[src/rtl/branch_resolve_unit.sv]
// rtl/branch_resolve_unit.sv - MIPS conditional branch resolver with 2-entry result buffer
//
// Purpose:
//   Resolves a conditional branch from EX-stage ALU flags (S/Z/N/V).
//   Computes the direction, target and mispredict redirect for the branch,
//   then queues up to two results toward the PC unit behind a valid/ready
//   handshake. A mispredicted head that is popped discards every younger
//   entry, including one being pushed on the same edge.
//   Optional macro BRU_STATS_EN builds saturating branch/mispredict counters;
//   without it both stat ports are tied to zero.
//
// Ports:
//   clk, reset        rising-edge clock, synchronous active-high reset
//   flush             synchronous pipeline flush (empties the buffer)
//   in_valid/in_ready EX-side handshake; in_ready is registered (count < 2)
//   br_op             condition select
//   alu_s/z/n/v       compare result flags (only alu_s[0] used)
//   pc_plus4, offset  branch PC + 4 and sign-extended word offset
//   pred_taken        fetch-stage prediction
//   out_valid/out_ready  PC-unit handshake
//   taken, target, mispredict, redirect_pc  head-of-buffer result
//   stat_branches, stat_mispred             event counters
module branch_resolve_unit #(
  parameter int unsigned DEPTH = 2,
  parameter int unsigned W     = 32
) (
  input  logic         clk,
  input  logic         reset,
  input  logic         flush,
  input  logic         in_valid,
  output logic         in_ready,
  input  logic [2:0]   br_op,
  input  logic [31:0]  alu_s,
  input  logic         alu_z,
  input  logic         alu_n,
  input  logic         alu_v,
  input  logic [W-1:0] pc_plus4,
  input  logic [W-1:0] offset,
  input  logic         pred_taken,
  output logic         out_valid,
  input  logic         out_ready,
  output logic         taken,
  output logic [W-1:0] target,
  output logic         mispredict,
  output logic [W-1:0] redirect_pc,
  output logic [31:0]  stat_branches,
  output logic [31:0]  stat_mispred
);

  // Entry layout: {taken, mispredict, target, redirect_pc}
  localparam int unsigned EW = 2 * W + 2;

  typedef enum logic [1:0] {
    S_EMPTY = 2'd0,
    S_ONE   = 2'd1,
    S_FULL  = 2'd2
  } state_t;

  state_t         r_state;
  state_t         w_next_state;
  logic           r_in_ready;
  logic [EW-1:0]  r_slot0;
  logic [EW-1:0]  r_slot1;

  logic           w_lt;
  logic           w_taken;
  logic [W-1:0]   w_target;
  logic [EW-1:0]  w_new;
  logic [EW-1:0]  w_head;
  logic           w_push;
  logic           w_pop;
  logic           w_kill;
  logic           w_unused_alu_s;

  assign w_unused_alu_s = &{1'b0, alu_s[31:1]};

  assign w_lt = alu_n ^ alu_v;

  always_comb begin
    w_taken = 1'b0;
    case (br_op)
      3'b000:  w_taken = alu_z;
      3'b001:  w_taken = ~alu_z;
      3'b010:  w_taken = w_lt;
      3'b011:  w_taken = ~w_lt;
      3'b100:  w_taken = w_lt | alu_z;
      3'b101:  w_taken = ~w_lt & ~alu_z;
      3'b110:  w_taken = alu_s[0];
      default: w_taken = 1'b0;
    endcase
  end

  assign w_target = pc_plus4 + (offset << 2);
  assign w_new    = {w_taken, w_taken ^ pred_taken, w_target,
                     w_taken ? w_target : pc_plus4};

  // Outputs read zero whenever the buffer is empty, so stale slot data
  // after a pop, kill or flush never leaks to the PC unit.
  assign w_head = (r_state != S_EMPTY) ? r_slot0 : '0;
  assign {taken, mispredict, target, redirect_pc} = w_head;

  assign out_valid = (r_state != S_EMPTY);
  assign in_ready  = r_in_ready;

  assign w_push = in_valid & r_in_ready;
  assign w_pop  = out_valid & out_ready;
  assign w_kill = w_pop & mispredict;

  always_ff @(posedge clk) begin
    if (reset) begin
      r_state    <= S_EMPTY;
      r_in_ready <= 1'b1;
    end else begin
      r_state    <= w_next_state;
      r_in_ready <= (32'(w_next_state) < DEPTH);
    end
  end

  always_comb begin
    w_next_state = r_state;
    case (r_state)
      S_EMPTY: if (w_push) w_next_state = S_ONE;
      S_ONE: begin
        if (w_kill)                w_next_state = S_EMPTY;
        else if (w_push && !w_pop) w_next_state = S_FULL;
        else if (w_pop && !w_push) w_next_state = S_EMPTY;
      end
      // in_ready is low in FULL, so no push can land here.
      S_FULL:  if (w_pop) w_next_state = w_kill ? S_EMPTY : S_ONE;
      default: w_next_state = S_EMPTY;
    endcase
    if (flush) w_next_state = S_EMPTY;
  end

  // Slot 0 is always the head; slot 1 shifts down on pop.
  always_ff @(posedge clk) begin
    if (!reset && !flush && !w_kill) begin
      if (w_pop && w_push) begin
        r_slot0 <= w_new;
      end else if (w_pop) begin
        r_slot0 <= r_slot1;
      end else if (w_push) begin
        if (r_state == S_EMPTY) r_slot0 <= w_new;
        else                    r_slot1 <= w_new;
      end
    end
  end

`ifdef BRU_STATS_EN
  logic [31:0] r_stat_br;
  logic [31:0] r_stat_mis;

  always_ff @(posedge clk) begin
    if (reset) begin
      r_stat_br  <= '0;
      r_stat_mis <= '0;
    end else if (w_pop && !flush) begin
      if (r_stat_br != '1)                r_stat_br  <= r_stat_br + 32'd1;
      if (mispredict && r_stat_mis != '1) r_stat_mis <= r_stat_mis + 32'd1;
    end
  end

  assign stat_branches = r_stat_br;
  assign stat_mispred  = r_stat_mis;
`else
  assign stat_branches = '0;
  assign stat_mispred  = '0;
`endif

endmodule

[config.mk]
export PLATFORM = sky130hd
export DESIGN_NAME = branch_resolve_unit
export DESIGN_NICKNAME = d
export VERILOG_FILES = /design/src/rtl/branch_resolve_unit.sv
export SDC_FILE = /design/constraint.sdc
export NUM_CORES = 1
export LEC_CHECK = 0
export BUFFER_PORTS_ARGS = -buffer_cell sky130_fd_sc_hd__buf_2
export CAP_MARGIN = 20
export CORE_MARGIN = 5
export CORE_UTILIZATION = 40
export DETAILED_ROUTE_END_ITERATION = 10
export SLEW_MARGIN = 40
export SYNTH_ARGS = -nofsm -noshare
export SYNTH_HDL_FRONTEND = slang
export SYNTH_SLANG_ARGS = --single-unit
[constraint.sdc]
create_clock -name clk -period 7.9 [get_ports clk]
set_clock_uncertainty 0.15 [all_clocks]
set_input_delay 0.79 -clock clk [delete_from_list [all_inputs] [get_ports clk]]
set_output_delay 0.79 -clock clk [all_outputs]
set_load 0.01 [all_outputs]
==> out/results.ini <==
[clock_network]
cts-buffers-inserted=17
holdBufCountCts=0
cts_resized=0
worstSkewPairLatency_ns=0.42
cts_setup_buffers=0
cts_tree=built
clkTransAtPathRegs_ns=0.06
clockRootBuffer=clkbuf_16
cts_sinks=131
max-clock-path-buffers=2
h-tree-depth=4

[placement]
portBuffers=142
place_inst=1158
dpl.hpwl_um=13500
gp_congestion=0.839

[sta]
finalCritPeriodShare_pct=46.0
tightest_slew_ns=0.709
finalHoldViolCount=0
finalSetupViolCount=0
grt_setup_unrepaired=no
post-route-min-period_ns=3.64
report.final.slew_viol_count=0
timing.slew.headroom_pct=52.1
fin_setup_tns_ns=0
fmax_mhz=275

[cells_and_area]
antennaDiodeCount=0
nets=1050
areaGrowthSynthToFinish_pct=15.0
drive_gt1_share_pct=23.4
fin_cells=1190
final_cell_mix=142 x buf_2, 138 x nand2_1, 128 x edfxtp_1
layout_commonest_cell=buf_2
finalCoreUtilization_pct=47.1

[synthesis]
avgSynthCellArea_sq_um=10.2
netlist_area_sq_um=8020
synthArstFlopShare_pct=0
synth-main-ff-cell=edfxtp_1
synth.ff_latch_count=131
ys_top_cells_by_area=edfxtp_1 48%, nand2_1 6.5%, buf_4 6.2%
ys_types=60
synth_top_area_share_pct=47.9
yosys_warnings=0
syn_inst=789
yosysSeqAreaShare_pct=48.7
netlist.top_cell.by_area=edfxtp_1
synth_edf_count=128

[drt]
viasPerCell=4.92
first_iter_violations=326
post_drt_wl_per_cell_um=16.4
wl_um=19500
vias=5851
ant_nets=0
dr.pass1.iters=4
drc=0

[worst_setup_path]
crit_slowest_cell=inv_1
cp_max_fo=36
worst_setup_path_end_kind=flip-flop
reg2reg_from=r_state[1]$_SDFF_PP0_
timing.rr.end=r_slot0[31]$_DFFE_PP_
rrSetupSlack_ns=4.95
start_kind=input pin
required_ns=7.92
path_class=input pin to flip-flop
max_stage_delay_ns=0.57
path_cells=buf_2, xnor2_1, a21oi_1, or2_2, a32o_1, buf_4, inv_1, buf_4, mux2_2, mux2_2
reg2reg_depth=5
arrival_ns=3.66

[floorplanning]
start_util_pct=41.0
die_w_um=152
io_pins=240
rows=51
die_area_sq_um=23000
fp.dieH_um=152
coreArea_sq_um=19600

[min_path]
whs_path_depth=2
hold_end=r_slot0[45]$_DFFE_PP_
worstHoldStart=r_slot1[45]$_DFFE_PP_
min_path_type=flip-flop to flip-flop

[pwr]
power_density_nw_per_um2=206
ir_worst_vdd_mv=0.145
total_leakage_power_nw=4.02
power.total_mw=1.90

[outcome]
outcome=completed

[grt]
grt_max_degree=75
grt_pass1_wl_um=29700
grt.total_usage_pct=16.8
antenna_found_initial=0
grt_pass1_vias=5473
gr-total-overflow=0

[run]
max-cap-violations=0

[cells in the mapped netlist, types with 10 or more instances]
library cell	n
a31oi_1	13
buf_4	66
ha_1	29
nand3_1	14
nor2_1	38
inv_1	15
mux2_2	32
nor3_1	11
xnor2_1	18
clkbuf_1	33
a21oi_1	47
and2_1	69
o21ai_0	14
xor2_1	12
nand2_1	138
nand4_1	10
a21o_1	17
edfxtp_1	128
[flip-flops by register name, summed over array words and instances, names as in the netlist]
| name | cells |
|---|---|
| r_slot0 | 64 |
| r_slot1 | 64 |
| r_state | 2 |
| in_ready | 1 |
[layer usage]
layer	vias to the layer above	part of all wire [%]	global-route usage (%)
li1	2900	-	-
met1	2749	47	23.9
met2	185	44	25.4
met3	17	7.2	4.25
met4	0	1.3	4.99
met5	-	0	0
[final cells by class]
class                   instances  area [sq um]
flip-flops and latches        131          3900
well taps                     265           332
multi-input cells             599          3670
clock buffers                  26           469
fillers                      1907         10400
inverters                      15          56.3
clock inverters                 6          37.5
repair buffers                148           767
[where the power goes]
group | switching, mW | internal (mW) | total, mW
logic | 0.235 | 0.154 | 0.389
registers | 0.00412 | 0.816 | 0.820
clock network | 0.285 | 0.407 | 0.692
[cells by family (layout without fill, tap and decap cells)]
kind of cell               after synthesis  count (layout)  synth area share [%]
and+or+nand+nor                        310             310                  18.6
DFF                                    131             131                  48.7
AOI/OAI and AO/OA                      124             124                  10.0
buffers and inverters                  122             195                  8.92
muxes                                   41              41                  5.74
adders and majority gates               30              30                  4.77
xor gates and xnor gates                30              30                  3.27
other                                    1              64                0.0467
[worst max-delay path by stage]
stage	startpoint	end	slack, ns
5_1_grt	alu_v	r_slot0[19]$_DFFE_PP_	4.12
4_1_cts	alu_v	r_slot0[20]$_DFFE_PP_	4.24
6_report	alu_v	r_slot0[20]$_DFFE_PP_	4.26
3_3_place_gp	alu_v	r_slot0[20]$_DFFE_PP_	3.83
3_5_place_dp	alu_v	r_slot0[20]$_DFFE_PP_	3.80
2_1_floorplan	out_ready	r_slot1[10]$_DFFE_PP_	1.31
[critical path, delay by kind of cell]
family	cells	cell delay, ns
buf+inv	4	1.31
mux	2	0.64
compound gates	2	0.34
xor+xnor	1	0.27
simple gates	1	0.27
[stage by stage]
stage	hold slack, ns	instance area [sq um]	worst slack, ns
2_1_floorplan	0.334	8260	1.31
4_1_cts	0.354	9230	4.24
5_1_grt	0.372	9230	4.12
6_report	0.353	9230	4.26
3_3_place_gp	0.343	8710	3.83
3_5_place_dp	0.344	8720	3.80
Note: power is estimated with default switching activity, not from simulation.
